--- src/rtl/mem_responder.sv ---
// Unified instruction/data memory behind the multicycle core's memory port.
// Optional misaligned-address error check enabled by defining MEM_MISALIGN_CHECK_EN.
module mem_responder #(
  parameter int unsigned DEPTH = 64,
  parameter int unsigned WAIT  = 2
) (
  input  logic        i_clk,
  input  logic        i_reset,
  input  logic        i_req,
  input  logic        i_we,
  input  logic [31:0] i_adr,
  input  logic [31:0] i_write_data,
  output logic [31:0] o_read_data,
  output logic        o_ready,
  output logic        o_busy,
  output logic        o_err
);

  localparam int unsigned AW = $clog2(DEPTH);

  localparam logic [1:0] S_IDLE = 2'd0;
  localparam logic [1:0] S_WAIT = 2'd1;
  localparam logic [1:0] S_RESP = 2'd2;

  logic [1:0]    r_state;
  logic [3:0]    r_cnt;
  logic          r_we;
  logic [31:0]   r_wdata;
  logic [AW-1:0] r_idx;
  logic          r_mis;
  logic [31:0]   r_rdata;
  logic          r_err;
  logic [31:0]   r_mem [DEPTH];

  logic w_access;
  logic w_commit;
  logic w_mis_in;
  logic w_unused;

`ifdef MEM_MISALIGN_CHECK_EN
  assign w_mis_in = |i_adr[1:0];
  assign w_unused = ^i_adr[31:AW+2];
`else
  assign w_mis_in = 1'b0;
  assign w_unused = ^{i_adr[31:AW+2], i_adr[1:0]};
`endif

  // The access edge is the last WAIT cycle; reset on that edge must suppress the commit.
  assign w_access = (r_state == S_WAIT) && (r_cnt == 4'd0);
  assign w_commit = w_access && r_we && !r_mis && !i_reset;

  always_ff @(posedge i_clk) begin
    if (i_reset) begin
      r_state <= S_IDLE;
      r_cnt   <= 4'd0;
      r_we    <= 1'b0;
      r_wdata <= 32'd0;
      r_idx   <= '0;
      r_mis   <= 1'b0;
      r_rdata <= 32'd0;
      r_err   <= 1'b0;
    end else begin
      unique case (r_state)
        S_IDLE: begin
          if (i_req) begin
            r_state <= S_WAIT;
            r_cnt   <= 4'(WAIT);
            r_we    <= i_we;
            r_wdata <= i_write_data;
            r_idx   <= i_adr[AW+1:2];
            r_mis   <= w_mis_in;
          end
        end
        S_WAIT: begin
          if (r_cnt != 4'd0) begin
            r_cnt <= r_cnt - 4'd1;
          end else begin
            r_state <= S_RESP;
            r_err   <= r_mis;
            if (r_mis) begin
              r_rdata <= 32'd0;
            end else if (!r_we) begin
              r_rdata <= r_mem[r_idx];
            end
          end
        end
        S_RESP: begin
          r_state <= S_IDLE;
          r_err   <= 1'b0;
        end
        default: begin
          r_state <= S_IDLE;
          r_err   <= 1'b0;
        end
      endcase
    end
  end

  // Array contents are deliberately not reset.
  always_ff @(posedge i_clk) begin
    if (w_commit) begin
      r_mem[r_idx] <= r_wdata;
    end
  end

  assign o_read_data = r_rdata;
  assign o_ready     = (r_state == S_RESP);
  assign o_busy      = (r_state != S_IDLE);
  assign o_err       = r_err;

endmodule
--- config.mk ---
export PLATFORM = sky130hd
export DESIGN_NAME = mem_responder
export DESIGN_NICKNAME = d
export VERILOG_FILES = /design/src/rtl/mem_responder.sv
export SDC_FILE = /design/constraint.sdc
export NUM_CORES = 2
export LEC_CHECK = 0
export ABC_AREA = 0
export ABC_CLOCK_PERIOD_IN_PS = 5440
export CAP_MARGIN = 0
export CORE_MARGIN = 8
export CORE_UTILIZATION = 55
export DETAILED_ROUTE_END_ITERATION = 8
export MAX_ROUTING_LAYER = met4
export PLACE_DENSITY = 0.7
export RECOVER_POWER = 50
export SYNTH_ARGS = -nofsm -noshare
export SYNTH_HDL_FRONTEND = slang
export SYNTH_SLANG_ARGS = --single-unit
--- constraint.sdc ---
create_clock -name i_clk -period 5.44 [get_ports i_clk]
set_clock_uncertainty 0.1 [all_clocks]
set_input_delay 1.088 -clock i_clk [delete_from_list [all_inputs] [get_ports i_clk]]
set_output_delay 1.088 -clock i_clk [all_outputs]
set_load 0.05 [all_outputs]
Yosys cells after proc, flatten, opt, wreduce, memory -nomap -nowiden
Memory sizes are Yosys's and may differ from the RTL's. A register that Yosys moved wholly into a read port is not among the register bits.
Index checks and enable logic that the tools add are counted.
{ "word_totals": {"memories": 1, "word_cells": 40, "output_inout_bits": 35, "mem_bits_rw": 2048, "ff_bits": 46, "in_bits": 68} }
{ "memory_table": {"columns": ["memory", "words", "width", "read_ports", "rd_clocked_by_memory_dff", "write_ports", "line_no", "source"], "rows": [
  ["r_mem", 64, 32, 1, 1, 1, "33", "logic [31:0] r_mem [DEPTH];"]
]} }
{ "op_classes": {"bitwise_logic": 3, "reduce_logical": 14, "n_mux": 10, "eq_ne": 5, "n_addsub": 1} }
{ "ops": {"columns": ["cell", "n"], "rows": [
  ["2-to-1 mux 4 bit", 2],
  ["case mux 4 bit (2 select lines)", 1],
  ["AND reduction 2 bit", 3],
  ["AND reduction 3 bit", 2],
  ["logical NOT 4 bit", 1],
  ["2-to-1 mux 2 bit", 2],
  ["inequality test 2 bit, second input constant", 2],
  ["case mux 2 bit (2 select lines)", 1],
  ["nonzero test 2 bit", 2],
  ["nonzero test 4 bit", 1],
  ["subtractor 4 x 1 -> 4 bit, second input constant", 1],
  ["logical AND 1 bit", 3],
  ["2-to-1 mux 1 bit", 3],
  ["inverter 1 bit", 3],
  ["== test 2 x 1 -> 1 bit, second input constant", 1],
  ["== test 2 bit, second input constant", 1],
  ["logical NOT 2 bit", 1],
  ["inequality test 2 x 1 -> 1 bit, second input constant", 1],
  ["case mux 1 bit (2 select lines)", 1],
  ["logical NOT 1 bit", 1]
]} }

Depth between registers and ports, before layout
{ "logic_depth": {"word_depth": 6, "ltp_mapped": 11, "ltp_nobuf": 8} }

Worst setup path before layout
No wires, ideal clock.
{ "synth_timing": {"path_kind": "in2reg", "startpoint": "in i_reset", "endpoint": "mem r_mem[13][0], enable pin", "arrival_time_ps": 3283, "setup_ps": 421, "path_stages": 5, "required_time_ps": 4919, "n_path_buf": 1, "path_slack_ps": 1636, "path_cell_list": "clkbuf_1 > nor3_1 > and3_1 > nand2_1 > nor2_1"} }
{ "synth_between": {"elab_chain_cells": 4} }
{ "synth_rtl": {"columns": ["element", "line_no", "source"], "rows": [
  ["start: declaration", "8", "input logic i_reset,"],
  ["logical NOT 1 bit", "50", "assign w_commit = w_access && r_we && !r_mis && !i_reset;"],
  ["logical AND 1 bit", "50", null],
  ["2-to-1 mux 1 bit", "101", "if (w_commit) begin"],
  ["2-to-1 mux 1 bit (implied by the code)", "102", "r_mem[r_idx] <= r_wdata;"],
  ["end: declaration", "33", null]
]} }
Every way passes these cells.

Worst setup path after layout
{ "layout_timing": {"startpoint": "reg r_idx[0]", "endpoint": "mem r_mem[44][11], enable pin"} }
{ "layout_rtl": {"columns": ["element", "line_no", "source"], "rows": [
  ["start: declaration", "29", "logic [AW-1:0] r_idx;"],
  ["start signal: assignment", "70", "r_idx <= i_adr[AW+1:2];"]
]} }
Straight into the memory's write port.

==> out/results.tsv <==
stage	metric	value	unit
yosys	Synth Cell Area	80900	µm²
yosys	compound-cell area share of the yosys netlist	0.0788	
clock_network	Setup Buffers After CTS	0	
clock_network	cts hold-fix bufs	0	
yosys	Syn. warnings	0	
yosys	post-synth cell types	72	
routing	met3 WL	32.6	mm
power_and_ir_drop	Seq pwr share	0.529	
sta	Max-slew headroom	-1.40	
routing	Vias	45500	
yosys	top post-synthesis cells by area	edfxtp_1, mux4_2, mux2i_1, a221oi_1, dfxtp_1	
global_routing	largest net degree at the start of global routing	90	
routing	DR pass1 iterations	6	
clock_network	CTS sink cnt	2125	
die	Die Span X	400	µm
routing	average vias per placed instance	6.85	
yosys	synthesized area per cell	18.6	µm²
setup_path	Critical Path AT	5.17	ns
yosys	multiplexer share of the synthesized area	0.0942	
global_routing	grt total ovfl	0	
clock_network	TritonCTS buffer count	202	
routing	Final ANT Viol Nets	0	
die	die area	160000	µm²
yosys	largest family of logic cells by synthesized area	multiplexers	
sta	Fin. Hold Viols	0	
placed_design	Final GP Congestion	0.881	
power_and_ir_drop	switching share of power	0.227	
yosys	Synth area leader	edfxtp_1	
run_status	failing checks	max-capacitance violations, max-slew violations	
yosys	Post-Synth Simple-Gate Area	0.0264	
routing	Residual DRC	0	
clock_network	Clk Tree Root Cell	clkbuf_16	
sta	Worst Slack Setup Final	0.681	ns
power_and_ir_drop	VDD IR max	0.265	mV
final_layout	Nets	4605	
setup_path	Crit Path Class	reg2reg	
yosys	Synth Net Count	4421	
die	chip height	400	µm
power_and_ir_drop	Clock power frac	0.403	
clock_network	# resized after CTS	0	
yosys	Post-Synthesis Cells	4352	
setup_path	CP max FO	39	
placed_design	HPWL after DPL	131	mm
setup_path	Reg2Reg Depth	5	
die	Initial Util	0.555	
sta	Slew @ Worst Pin	3.60	ns
sta	minimum clock period	4.76	ns
routing	DRT Wirelength	228	mm
power_and_ir_drop	Int Power	26700	µW
sta	final setup TNS	0	ns
routing	WL/cell	34.4	µm
die	row cnt	140	
sta	Fmax	210	MHz
placed_design	Port Buf Inserts	75	
yosys	Post-synth top flop	edfxtp_1	
yosys	cell with the most instances after synthesis	edfxtp_1	
placed_design	pre-CTS setup slack	0.990	ns
power_and_ir_drop	switching power	7840	µW
sta	Slew Limit Fails	2158	
sta	period utilisation layout	0.875	
global_routing	initial antenna violation count	12	
power_and_ir_drop	Power Dens Cells	378	nW/µm²
yosys	post-synth top area share	0.760	
yosys	Synth Area in XOR/XNOR	0.000216	
power_and_ir_drop	leakage power	0.0292	µW
routing	initial DRC count	7116	
yosys	most frequent cells after synthesis	edfxtp_1, mux2i_1, a221oi_1, nor2_1, mux4_2	
routing	met2 routed WL	104	mm
clock_network	TritonCTS clock tree	done	
final_layout	Storage cell area	63100	µm²
sta	RSZ-0062 raised after global routing	no	
global_routing	global-route wire length before repair	320	mm
global_routing	vias in the first global route	43500	
clock_network	Worst-path clk slew	0.06	ns
sta	setup violators final	0	
global_routing	gr usage total	0.290	
final_layout	synth-to-layout area growth	12.9	%
routing	met1 WL	84.6	mm
yosys	number of synthesized flops with an enable pin	2048	
setup_path	worst path required time	5.85	ns
run_status	status	finished with violations	
yosys	post-synthesis adder-cell area fraction	0.000155	
routing	uppermost routed layer	met4	
final_layout	footprint of the multi-input gates	16700	µm²
die	core area	146000	µm²
clock_network	H-tree levels	4	
die	Ports	103	
power_and_ir_drop	Final Power	34500	µW
yosys	Seq/Total Area, Yosys	0.779	
setup_path	crit end category	flop	
power_and_ir_drop	logic gate share of total power	0.068	
hold_path	Worst Hold Class	reg2reg	
hold_path	Hold Path Cell Cnt	2	
flow_run	Max Cap Viol	35	
clock_network	Max Buffers Root-to-Sink	3	
yosys	post-synthesis register bit count	2125	
final_layout	fill count	10000	
setup_path	nature of the critical path startpoint	flop	
clock_network	Skew-Pair Late Insertion Delay	0.85	ns
final_layout	share of cells above drive strength 1	0.166	
yosys	Post-synth ARST share	0	
cell type report:
type                            count  area share
Antenna cell                        9    0.000246
Clock buffer                      260      0.0599
Clock inverter                    121      0.0118
Inverter                            6    0.000315
Multi-Input combinational cell   1917       0.183
Sequential cell                  2125       0.690
Tap cell                         1917      0.0262
Timing Repair Buffer              284      0.0285
cell families after synthesis:
family | Yosys count
AOI/OAI and AO/OA | 862
DFF | 2125
and+or+nand+nor | 506
buffers and inverters | 310
xor gates and xnor gates | 2
other | 1
adders and majority gates | 1
muxes | 545
worst paths after layout:
check / startpoint / end / slack [ns]
setup reg to reg: r_idx[0]$_SDFFE_PP0P_ / r_mem[44][11]$_DFFE_PP_ / 0.68
hold / removal: r_wdata[18]$_SDFFE_PP0P_ / r_wdata[18]$_SDFFE_PP0P_ / 0.36
hold reg to reg: r_wdata[18]$_SDFFE_PP0P_ / r_wdata[18]$_SDFFE_PP0P_ / 0.36
setup / recovery: r_idx[0]$_SDFFE_PP0P_ / r_mem[44][11]$_DFFE_PP_ / 0.68
layout by cell type, fill, tap and decap left out, types with 7 or more instances in the layout:
| cell | Yosys | layout |
|---|---|---|
| mux2i_1 | 337 | 337 |
| o211ai_1 | 7 | 7 |
| mux2_2 | 38 | 38 |
| nand2_1 | 139 | 139 |
| nor2_1 | 260 | 196 |
| clkdlybuf4s50_1 | 0 | 73 |
| clkbuf_1 | 95 | 69 |
| edfxtp_1 | 2048 | 2048 |
| a22o_1 | 8 | 8 |
| clkbuf_8 | 0 | 10 |
| nand3_1 | 36 | 35 |
| nor2_4 | 1 | 65 |
| a31oi_1 | 15 | 15 |
| buf_4 | 48 | 149 |
| a22oi_1 | 112 | 112 |
| o31a_1 | 15 | 15 |
| a21oi_1 | 97 | 97 |
| o22ai_1 | 80 | 80 |
| nand4_1 | 10 | 10 |
| clkbuf_16 | 0 | 206 |
| o221ai_1 | 11 | 11 |
| dfxtp_1 | 77 | 66 |
| diode_2 | 0 | 9 |
| o21ai_0 | 111 | 111 |
| clkinv_1 | 0 | 51 |
| buf_12 | 2 | 32 |
| nor3_1 | 12 | 10 |
| mux4_2 | 169 | 169 |
| bufinv_16 | 0 | 16 |
| dfxtp_2 | 0 | 9 |
| a311oi_1 | 13 | 13 |
| a211oi_1 | 10 | 10 |
| clkinv_2 | 0 | 36 |
| a221oi_1 | 328 | 328 |
power by group through the flow:
stage	registers (µW)	logic [µW]	clock network, µW
3_5_place_dp	18500	2290	0
6_report	18200	2340	13900
4_1_cts	18200	2300	14000
5_1_grt	18200	2420	14600
3_3_place_gp	18500	2250	0
2_1_floorplan	18700	1180	0
worst max-delay path, stage by stage, from the launching register on:
cell	delay (ns)
dfxtp_2	0.73
nor2_4	1.05
clkbuf_1	0.85
nand2_1	0.19
nor2_2	1.04
buf_4	0.43
per-layer routing:
| metal | GRT usage | up-vias |
|---|---|---|
| met4 | 0.0878 | 0 |
| met1 | 0.399 | 23200 |
| li1 | - | 18400 |
| met2 | 0.425 | 3510 |
| met3 | 0.0825 | 430 |
| met5 | - | - |
state kept, by name, summed over array words and instances (netlist names):
signal,count
r_mem,2048
r_wdata,32
r_idx,6
r_state,2
r_cnt,4
o_read_data,32
r_we,1
per-stage QoR:
stage / hold slack, ns / area (µm²) / utilization / instances
6_report: 0.355 / 91400 / 0.626 / 6639
5_1_grt: 0.386 / 91400 / 0.626 / 6637
4_1_cts: 0.355 / 91500 / 0.627 / 6630
3_5_place_dp: 0.347 / 85000 / 0.582 / 6249
3_3_place_gp: 0.342 / 85000 / 0.582 / 6249
2_1_floorplan: 0.375 / 80900 / - / 4352
(Power assumes the default switching activity.)
